--- config.mk ---
export PLATFORM = sky130hd
export DESIGN_NAME = tank_layer_compositor
export DESIGN_NICKNAME = d
export VERILOG_FILES = /design/src/rtl/tank_layer_compositor.sv
export SDC_FILE = /design/constraint.sdc
export NUM_CORES = 1
export LEC_CHECK = 0
export CORE_MARGIN = 3
export CORE_UTILIZATION = 51
export DETAILED_ROUTE_END_ITERATION = 16
export PLACE_DENSITY = 0.74
export SETUP_SLACK_MARGIN = 0.1
export SLEW_MARGIN = 20
export SYNTH_ARGS = -nofsm -noshare
export SYNTH_HDL_FRONTEND = slang
export SYNTH_SLANG_ARGS = --single-unit
--- constraint.sdc ---
create_clock -name CLK -period 13 [get_ports CLK]
set_input_delay 3.25 -clock CLK [delete_from_list [all_inputs] [get_ports CLK]]
set_output_delay 3.25 -clock CLK [all_outputs]
set_load 0.005 [all_outputs]
--- src/rtl/tank_layer_compositor.sv ---
// Two-stage pixel compositor for title, maze, two tanks and a bank of bullets.
// Each tank carries an ALIVE/FLASH/DEAD state machine that makes a shot tank blink and vanish.
module tank_layer_compositor #(
  parameter int          NUM_BULLETS  = 3,
  parameter int          HEAD_HALF    = 6,
  parameter int          FLASH_FRAMES = 8,
  parameter int          BLINK_FRAMES = 2,
  parameter logic [23:0] BG_RGB       = 24'h555555
) (
  input  logic                      CLK,
  input  logic                      Reset,
  input  logic                      frame_start,
  input  logic                      blank,
  input  logic [9:0]                DrawX,
  input  logic [9:0]                DrawY,
  input  logic                      title,
  input  logic                      maze,
  input  logic [9:0]                Tank1X,
  input  logic [9:0]                Tank1Y,
  input  logic [9:0]                Tank2X,
  input  logic [9:0]                Tank2Y,
  input  logic [1:0]                Tank1Dir,
  input  logic [1:0]                Tank2Dir,
  input  logic [9:0]                TankSize,
  input  logic                      Tank1Shot,
  input  logic                      Tank2Shot,
  input  logic [10*NUM_BULLETS-1:0] BulletX,
  input  logic [10*NUM_BULLETS-1:0] BulletY,
  input  logic [10*NUM_BULLETS-1:0] BulletS,
  input  logic [NUM_BULLETS-1:0]    bullet_active,
  output logic [7:0]                Red,
  output logic [7:0]                Green,
  output logic [7:0]                Blue,
  output logic                      Tank1Dead,
  output logic                      Tank2Dead
);

  localparam int CW = $clog2(FLASH_FRAMES + 1);
  localparam int BW = $clog2(BLINK_FRAMES + 1);
  localparam logic [9:0] HH = 10'(HEAD_HALF);

  typedef enum logic [1:0] {ALIVE, FLASH, DEAD} tank_state_t;

  // Inclusive [c - lo_off, c + hi_off] in 11 bits: low end clamps at 0, high end never wraps.
  function automatic logic in_span(input logic [9:0] p, input logic [9:0] c,
                                   input logic [9:0] lo_off, input logic [9:0] hi_off);
    logic [10:0] lo;
    logic [10:0] hi;
    lo = (c >= lo_off) ? ({1'b0, c} - {1'b0, lo_off}) : 11'd0;
    hi = {1'b0, c} + {1'b0, hi_off};
    return ({1'b0, p} >= lo) && ({1'b0, p} <= hi);
  endfunction

  logic [1:0][9:0] tank_x;
  logic [1:0][9:0] tank_y;
  logic [1:0][1:0] tank_dir;
  logic [1:0]      tank_shot;
  logic [1:0]      head_hit;
  logic [1:0]      body_hit;
  logic [1:0]      visible_vec;
  logic [1:0]      dead_vec;

  assign tank_x    = {Tank2X, Tank1X};
  assign tank_y    = {Tank2Y, Tank1Y};
  assign tank_dir  = {Tank2Dir, Tank1Dir};
  assign tank_shot = {Tank2Shot, Tank1Shot};

  genvar gi;
  generate
    for (gi = 0; gi < 2; gi++) begin : g_tank
      tank_state_t   state_reg, state_next;
      logic [CW-1:0] count_reg, count_next;
      logic [BW-1:0] blink_reg, blink_next;
      logic          phase_reg, phase_next;
      logic          shot_prev_reg;
      logic          dead_reg;
      logic          head_w;

      always_ff @(posedge CLK) begin
        if (Reset) begin
          state_reg     <= ALIVE;
          count_reg     <= '0;
          blink_reg     <= '0;
          phase_reg     <= 1'b1;
          // Track the live level so a shot held through reset is not seen as an edge.
          shot_prev_reg <= tank_shot[gi];
          dead_reg      <= 1'b0;
        end else begin
          state_reg     <= state_next;
          count_reg     <= count_next;
          blink_reg     <= blink_next;
          phase_reg     <= phase_next;
          shot_prev_reg <= tank_shot[gi];
          dead_reg      <= (state_reg == DEAD);
        end
      end

      always_comb begin
        state_next = state_reg;
        count_next = count_reg;
        blink_next = blink_reg;
        phase_next = phase_reg;
        case (state_reg)
          ALIVE: begin
            if (tank_shot[gi] && !shot_prev_reg) begin
              state_next = FLASH;
              count_next = '0;
              blink_next = '0;
              phase_next = 1'b1;
            end
          end
          FLASH: begin
            if (frame_start) begin
              count_next = count_reg + CW'(1);
              if (count_reg == CW'(FLASH_FRAMES - 1)) state_next = DEAD;
              if (blink_reg == BW'(BLINK_FRAMES - 1)) begin
                blink_next = '0;
                phase_next = ~phase_reg;
              end else begin
                blink_next = blink_reg + BW'(1);
              end
            end
          end
          DEAD: begin
            if (!tank_shot[gi]) state_next = ALIVE;
          end
          default: state_next = ALIVE;
        endcase
      end

      always_comb begin
        head_w = 1'b0;
        case (tank_dir[gi])
          2'd0: head_w = in_span(DrawX, tank_x[gi], 10'd0, TankSize) &&
                         in_span(DrawY, tank_y[gi], HH, HH);
          2'd1: head_w = in_span(DrawY, tank_y[gi], 10'd0, TankSize) &&
                         in_span(DrawX, tank_x[gi], HH, HH);
          2'd2: head_w = in_span(DrawX, tank_x[gi], TankSize, 10'd0) &&
                         in_span(DrawY, tank_y[gi], HH, HH);
          default: head_w = in_span(DrawY, tank_y[gi], TankSize, 10'd0) &&
                            in_span(DrawX, tank_x[gi], HH, HH);
        endcase
      end

      assign head_hit[gi]    = head_w;
      assign body_hit[gi]    = in_span(DrawX, tank_x[gi], TankSize, TankSize) &&
                               in_span(DrawY, tank_y[gi], TankSize, TankSize);
      assign visible_vec[gi] = (state_reg == ALIVE) || ((state_reg == FLASH) && phase_reg);
      assign dead_vec[gi]    = dead_reg;
    end
  endgenerate

  logic [NUM_BULLETS-1:0] bullet_hit;

  generate
    for (gi = 0; gi < NUM_BULLETS; gi++) begin : g_bullet
      assign bullet_hit[gi] = bullet_active[gi] &&
        in_span(DrawX, BulletX[10*gi +: 10], BulletS[10*gi +: 10], BulletS[10*gi +: 10]) &&
        in_span(DrawY, BulletY[10*gi +: 10], BulletS[10*gi +: 10], BulletS[10*gi +: 10]);
    end
  endgenerate

  logic                   blank_reg;
  logic                   title_reg;
  logic                   maze_reg;
  logic [1:0]             head_reg;
  logic [1:0]             body_reg;
  logic [NUM_BULLETS-1:0] bullet_reg;

  always_ff @(posedge CLK) begin
    if (Reset) begin
      blank_reg  <= 1'b0;
      title_reg  <= 1'b0;
      maze_reg   <= 1'b0;
      head_reg   <= '0;
      body_reg   <= '0;
      bullet_reg <= '0;
    end else begin
      blank_reg  <= blank;
      title_reg  <= title;
      maze_reg   <= maze;
      head_reg   <= head_hit & visible_vec;
      body_reg   <= body_hit & visible_vec;
      bullet_reg <= bullet_hit;
    end
  end

  logic [23:0] rgb_reg;
  logic [23:0] rgb_next;

  // Every bullet draws black, so channel order only matters conceptually.
  always_comb begin
    rgb_next = BG_RGB;
    if (!blank_reg)        rgb_next = 24'h000000;
    else if (title_reg)    rgb_next = 24'hFFFFFF;
    else if (maze_reg)     rgb_next = 24'h000000;
    else if (head_reg[0])  rgb_next = 24'h00FFFF;
    else if (body_reg[0])  rgb_next = 24'hFFBB00;
    else if (|bullet_reg)  rgb_next = 24'h000000;
    else if (head_reg[1])  rgb_next = 24'h00FFFF;
    else if (body_reg[1])  rgb_next = 24'hFF0000;
  end

  always_ff @(posedge CLK) begin
    if (Reset) rgb_reg <= 24'h000000;
    else       rgb_reg <= rgb_next;
  end

  assign Red       = rgb_reg[23:16];
  assign Green     = rgb_reg[15:8];
  assign Blue      = rgb_reg[7:0];
  assign Tank1Dead = dead_vec[0];
  assign Tank2Dead = dead_vec[1];

endmodule

# After elaboration in Yosys (flattened, before gate mapping)
# Cells that the tools add are included.
# W data, S select, Z words.
dict set report op_classes {
  n_eq_ne 22
  n_mux 59
  order_cmp 54
  n_addsub 32
  bitwise 5
  n_reduce_logical 60
}
# op count
set ops {}
lappend ops {{$mux W24} 7}
lappend ops {{$ge A10 B11 Y1} 14}
lappend ops {{$le A10 B11 Y1} 14}
lappend ops {{$mux W11} 14}
lappend ops {{$ge A10 B10 Y1} 14}
lappend ops {{$add A10 B10 Y11} 10}
lappend ops {{$sub A10 B10 Y11} 10}
lappend ops {{$add A10 B3 Y11 const B} 4}
lappend ops {{$sub A10 B3 Y11 const B} 4}
lappend ops {{$logic_and A1 B1 Y1} 42}
lappend ops {{$ge A10 B1 Y1 const B} 4}
lappend ops {{$ge A10 B3 Y1 const B} 4}
lappend ops {{$le A10 B10 Y1} 4}
lappend ops {{$mux W10} 4}
lappend ops {{$mux W2} 14}
lappend ops {{$ne A2 B2 Y1 const B} 10}
lappend ops {{$mux W4} 4}
lappend ops {{$pmux W4 S2} 2}
lappend ops {{$reduce_and A4 Y1} 4}
lappend ops {{$eq A2 B1 Y1 const B} 6}
lappend ops {{$pmux W2 S3} 2}
lappend ops {{$add A4 B1 Y4 const B} 2}
lappend ops {{$eq A2 B2 Y1 const B} 4}
lappend ops {{$eq A4 B3 Y1 const B} 2}
lappend ops {{14 further kinds} 33}
dict set report totals {
  regBits 56
  elab_cells 251
  inputBits 175
}

# Logic depth before layout (Yosys ltp)
dict set report logic_depth {
  depth_word 7
  depth_mapped 20
  mapped_depth_nobuf 20
}

# Worst setup path after synthesis
# No wires, ideal clock.
dict set report synth_timing {
  kind {input -> register}
  startpoint {input TankSize[1]}
  endpoint {register head_reg[1]}
  cell_stages 17
  path_slack_ps 6246
  arrival_time_ps 6637
  setup_time_ps 117
  path_cell_list {inv_1 > ha_1 > nor2b_1 > o31a_1 > o21a_1 > a41o_1 > buf_6 > and2_2 > ha_1 > nand2b_1 > a31oi_1 > o21ai_0 > a2111oi_0 > a2111o_1 > a211oi_2 > a31o_1 > a22o_1}
}
dict set report synth_via {
  elab_chain_cells 7
  word_cells_on_any_way 22
  cone_classes {4 x add/sub; 6 x order compare; 3 x mux; 1 x bitwise; 8 x reduce/logical}
}
# item line_no
set synth_lines {}
lappend synth_lines {{start: declaration} 24} ;# input logic [9:0] TankSize,
lappend synth_lines {{$sub A10 B10 Y11 or $ge A10 B10 Y1 (tied branches)} 49} ;# lo = (c >= lo_off) ? ({1'b0, c} - {1'b0, lo_off}) : 11'd0;
lappend synth_lines {{$mux W11} 49}
lappend synth_lines {{$ge A10 B11 Y1} 51} ;# return ({1'b0, p} >= lo) && ({1'b0, p} <= hi);
lappend synth_lines {{$logic_and A1 B1 Y1} 51}
lappend synth_lines {{$logic_and A1 B1 Y1, on equally long branches} {140, 138}}
lappend synth_lines {{$pmux W1 S3 (*)} 133} ;# case (tank_dir[gi])
lappend synth_lines {{$and A2 B2 Y2 (*)} 182} ;# head_reg <= head_hit & visible_vec;
lappend synth_lines {{end signal: assignment} 182}
lappend synth_lines {{end: declaration} 166} ;# logic [1:0] head_reg;
# Every way passes the cells marked *; elsewhere a longest branch is shown, timed or not.
# A chain may end at the register's enable or synchronous reset.

# Worst setup path after layout
# Ends and elaborated chain as after synthesis.

==> reports/summary.txt <==
Status - completed
Post-synth EDFFs - 0
Placer Congestion - 0.941
HPWL Detailed - 46.6 mm
Hold Path Class - register to register
Critical-path top delay cell - clkdlybuf4s50_1
Synth Instances - 2,475
Grt total ovfl - 0
Hold EP - g_tank[0].blink_reg[1]
R2R setup slack - 10.59 ns
Leakage power - 9.75 nW
Max Freq - 128 MHz
Initial drt markers - 1,460
Placed Area - 20,800 sq um
Root buffer cell - clkbuf_16
Die height - 197 microns
DR pass1 iterations - 5
Drc violations - 0
CTS Sinks - 38
Max-cap violation count - 0
Die span in x - 197 microns
Max FFs per register - 8
N_diodes - 0
Hold_sp - g_tank[0].blink_reg[1]
Fin Hold WS - 0.464 ns
Fraction of registers with async set/reset - 0
Fillers - 3,362
Pre-CTS setup slack - 4.97 ns
Synth cell types - 74
Drt total wl - 59.1 mm
Crit Path Category - input port to register
Synth Warn # - 0
Tcrit/Tclk final - 0.602
Clk Latency, worst-skew pair - 0.31 ns
Nets@finish - 3,327
FF+latch area - 761 sq um
Met2 WL - 26.6 mm
DR WL met3 - 4.24 mm
Metal-1 WL - 26.3 mm
Setup TNS Final - 0 ns
First-pass GRT wire length - 93.2 mm
CP max FO - 11
Area delta synth->final - 13.3%
Critical Path Start Type - input port
WHS Path Cells - 2
Power per standard cell area - 61.3 nW/um^2
Vias in the first global route - 18,400
Worst stage delay on the critical path - 0.66 ns
Max VDD drop - 0.0507 mV
Worst EP arrival - 8.02 ns
Multi-input logic area - 16,600 sq um
RSZ-0062 raised after global routing - false
Crit path time final - 7.82 ns
CTS clk-pin slew, worst paths - 0.07 ns
# hold bufs at CTS - 0
Wirelength per Cell - 19.3 microns
Worst slew pin tran - 1.12 ns
Ports - 201
Mapped Nets - 3,196
Ys flop type - dfxtp_1
Crit Reg-Reg Startpoint - g_tank[1].state_reg[0]
Starting Density - 0.519
Vias per inst - 6.12
Vias - 18,800
Post-synthesis sequential area ratio - 0.0410
Synth Register Bits - 38
Clock skew - 0.0142 ns
CTS Buf Count - 5
Num rows - 69
Port Buffers - 200
CP Cell Sequence - clkdlybuf4s50_1 -> inv_1 -> ha_1 -> inv_1 -> a21oi_1 -> o21bai_1 -> a21oi_1 -> o21ba_2 -> o31ai_1 -> nor4_1 -> a311oi_1 -> ha_1 -> nand3_1 -> nor3_1 -> a2111oi_0 -> nand3_1 -> a31o_1 -> a22o_1
Largest net degree at the start of global routing - 27
All-layer global routing usage - 0.292
Fraction of layout cells with a size suffix above 1 - 0.0153
WP data required - 13.20 ns
Die Area - 38,700 sq um
Mean Syn Cell Area - 7.50 sq um
Setup crit end kind - register
Post-CTS Setup Inserts - 0
Max Slew Vio Count - 0
Slew HR - 0.252
Detail Route Antenna Nets - 0
Final setup viols - 0
Final non-filler cell area - 21,000 sq um
Initial antenna violation count - 3
Core area - 35,700 sq um
H-tree Lvls - 2
Post-CTS Resized - 0
R2R cell count - 4
CTS tree - yes
Tot Pwr - 0.00129 W
RR Endpoint - head_reg[1]
Top Metal Used - met5
Mapped cell area - 18,600 sq um
Hold Fails Final Rpt - 0
Final WS setup - 5.18 ns
Clk buf depth - 2
==> where the power goes <==
group | switching, W | internal, W
Sequential | 0.00000434 | 0.000120
Clock | 0.0000657 | 0.000111
Combinational | 0.000556 | 0.000432
==> per-stage QoR <==
step | cells | util
6_report | 3068 | 0.588
5_1_grt | 3068 | 0.588
4_1_cts | 3068 | 0.588
3_5_place_dp | 3060 | 0.583
3_3_place_gp | 3060 | 0.583
2_1_floorplan | 2475 | -
==> final cells by class <==
type | instances | area share
multi-input cells | 2127 | 0.787
flip-flops and latches | 38 | 0.0362
inverters | 216 | 0.0385
clock inverters | 3 | 0.00327
well taps | 461 | 0.0274
repair buffers | 218 | 0.102
clock buffers | 5 | 0.00595
==> metal layers <==
layer / vias up / GRT usage
met3: 127 / 0.0232
met2: 716 / 0.490
met1: 8733 / 0.398
met4: 4 / 0.0982
li1: 9193 / -
met5: - / 0
==> kinds of logic (layout without fill, tap and decap cells) <==
family,after synthesis,after routing,synth area share
compound gates,693,693,0.244
xor+xnor,186,186,0.0878
fa+ha+maj,546,546,0.376
buf+inv,310,442,0.0673
flops,38,38,0.0410
simple gates,702,702,0.184
==> cell usage after synthesis (35+ instances only) <==
cell / count / area share
xnor2_1: 147 / 0.069
a21oi_1: 225 / 0.061
dfxtp_1: 38 / 0.041
o21bai_1: 49 / 0.020
nor2b_1: 46 / 0.016
nor2_1: 166 / 0.034
o21ai_0: 107 / 0.029
o21a_1: 35 / 0.014
a21o_1: 71 / 0.029
nand2_1: 195 / 0.039
nand4_1: 51 / 0.017
clkbuf_1: 71 / 0.014
inv_1: 212 / 0.043
xor2_1: 39 / 0.018
ha_1: 526 / 0.35
nor3_1: 62 / 0.017
nand3_1: 55 / 0.015
==> cells in the final DEF, fill, tap and decap left out, types with 55 or more instances in the layout <==
cell and instances:
a21o_1 71, a21oi_1 225, clkdlybuf4s50_1 200, ha_1 526, inv_1 212, nand2_1 195, nand3_1 55, nor2_1 166
nor3_1 62, o21ai_0 107, xnor2_1 147
==> worst max-delay path, delay by kind of cell <==
kind	cells	cell delay [ns]
AO/OA/AOI/OAI	9	2.17
adder cells (fa/ha/maj)	2	0.70
buffers and inverters	3	1.37
AND/OR/NAND/NOR	4	0.52
==> how the worst max path moves through the flow <==
| stage | slack (ns) | from | cells past startpoint | end |
|---|---|---|---|---|
| floorplan | 6.25 | TankSize[1] | 17 | head_reg[1] |
| global placement | 5.08 | BulletS[1] | 18 | bullet_reg[0] |
| detailed placement | 4.97 | TankSize[1] | 17 | head_reg[1] |
| CTS | 5.29 | TankSize[1] | 18 | head_reg[1] |
| global route | 4.81 | BulletS[1] | 18 | bullet_reg[0] |
| finish | 5.18 | TankSize[1] | 18 | head_reg[1] |
Note: power is estimated with default switching activity, not from simulation.
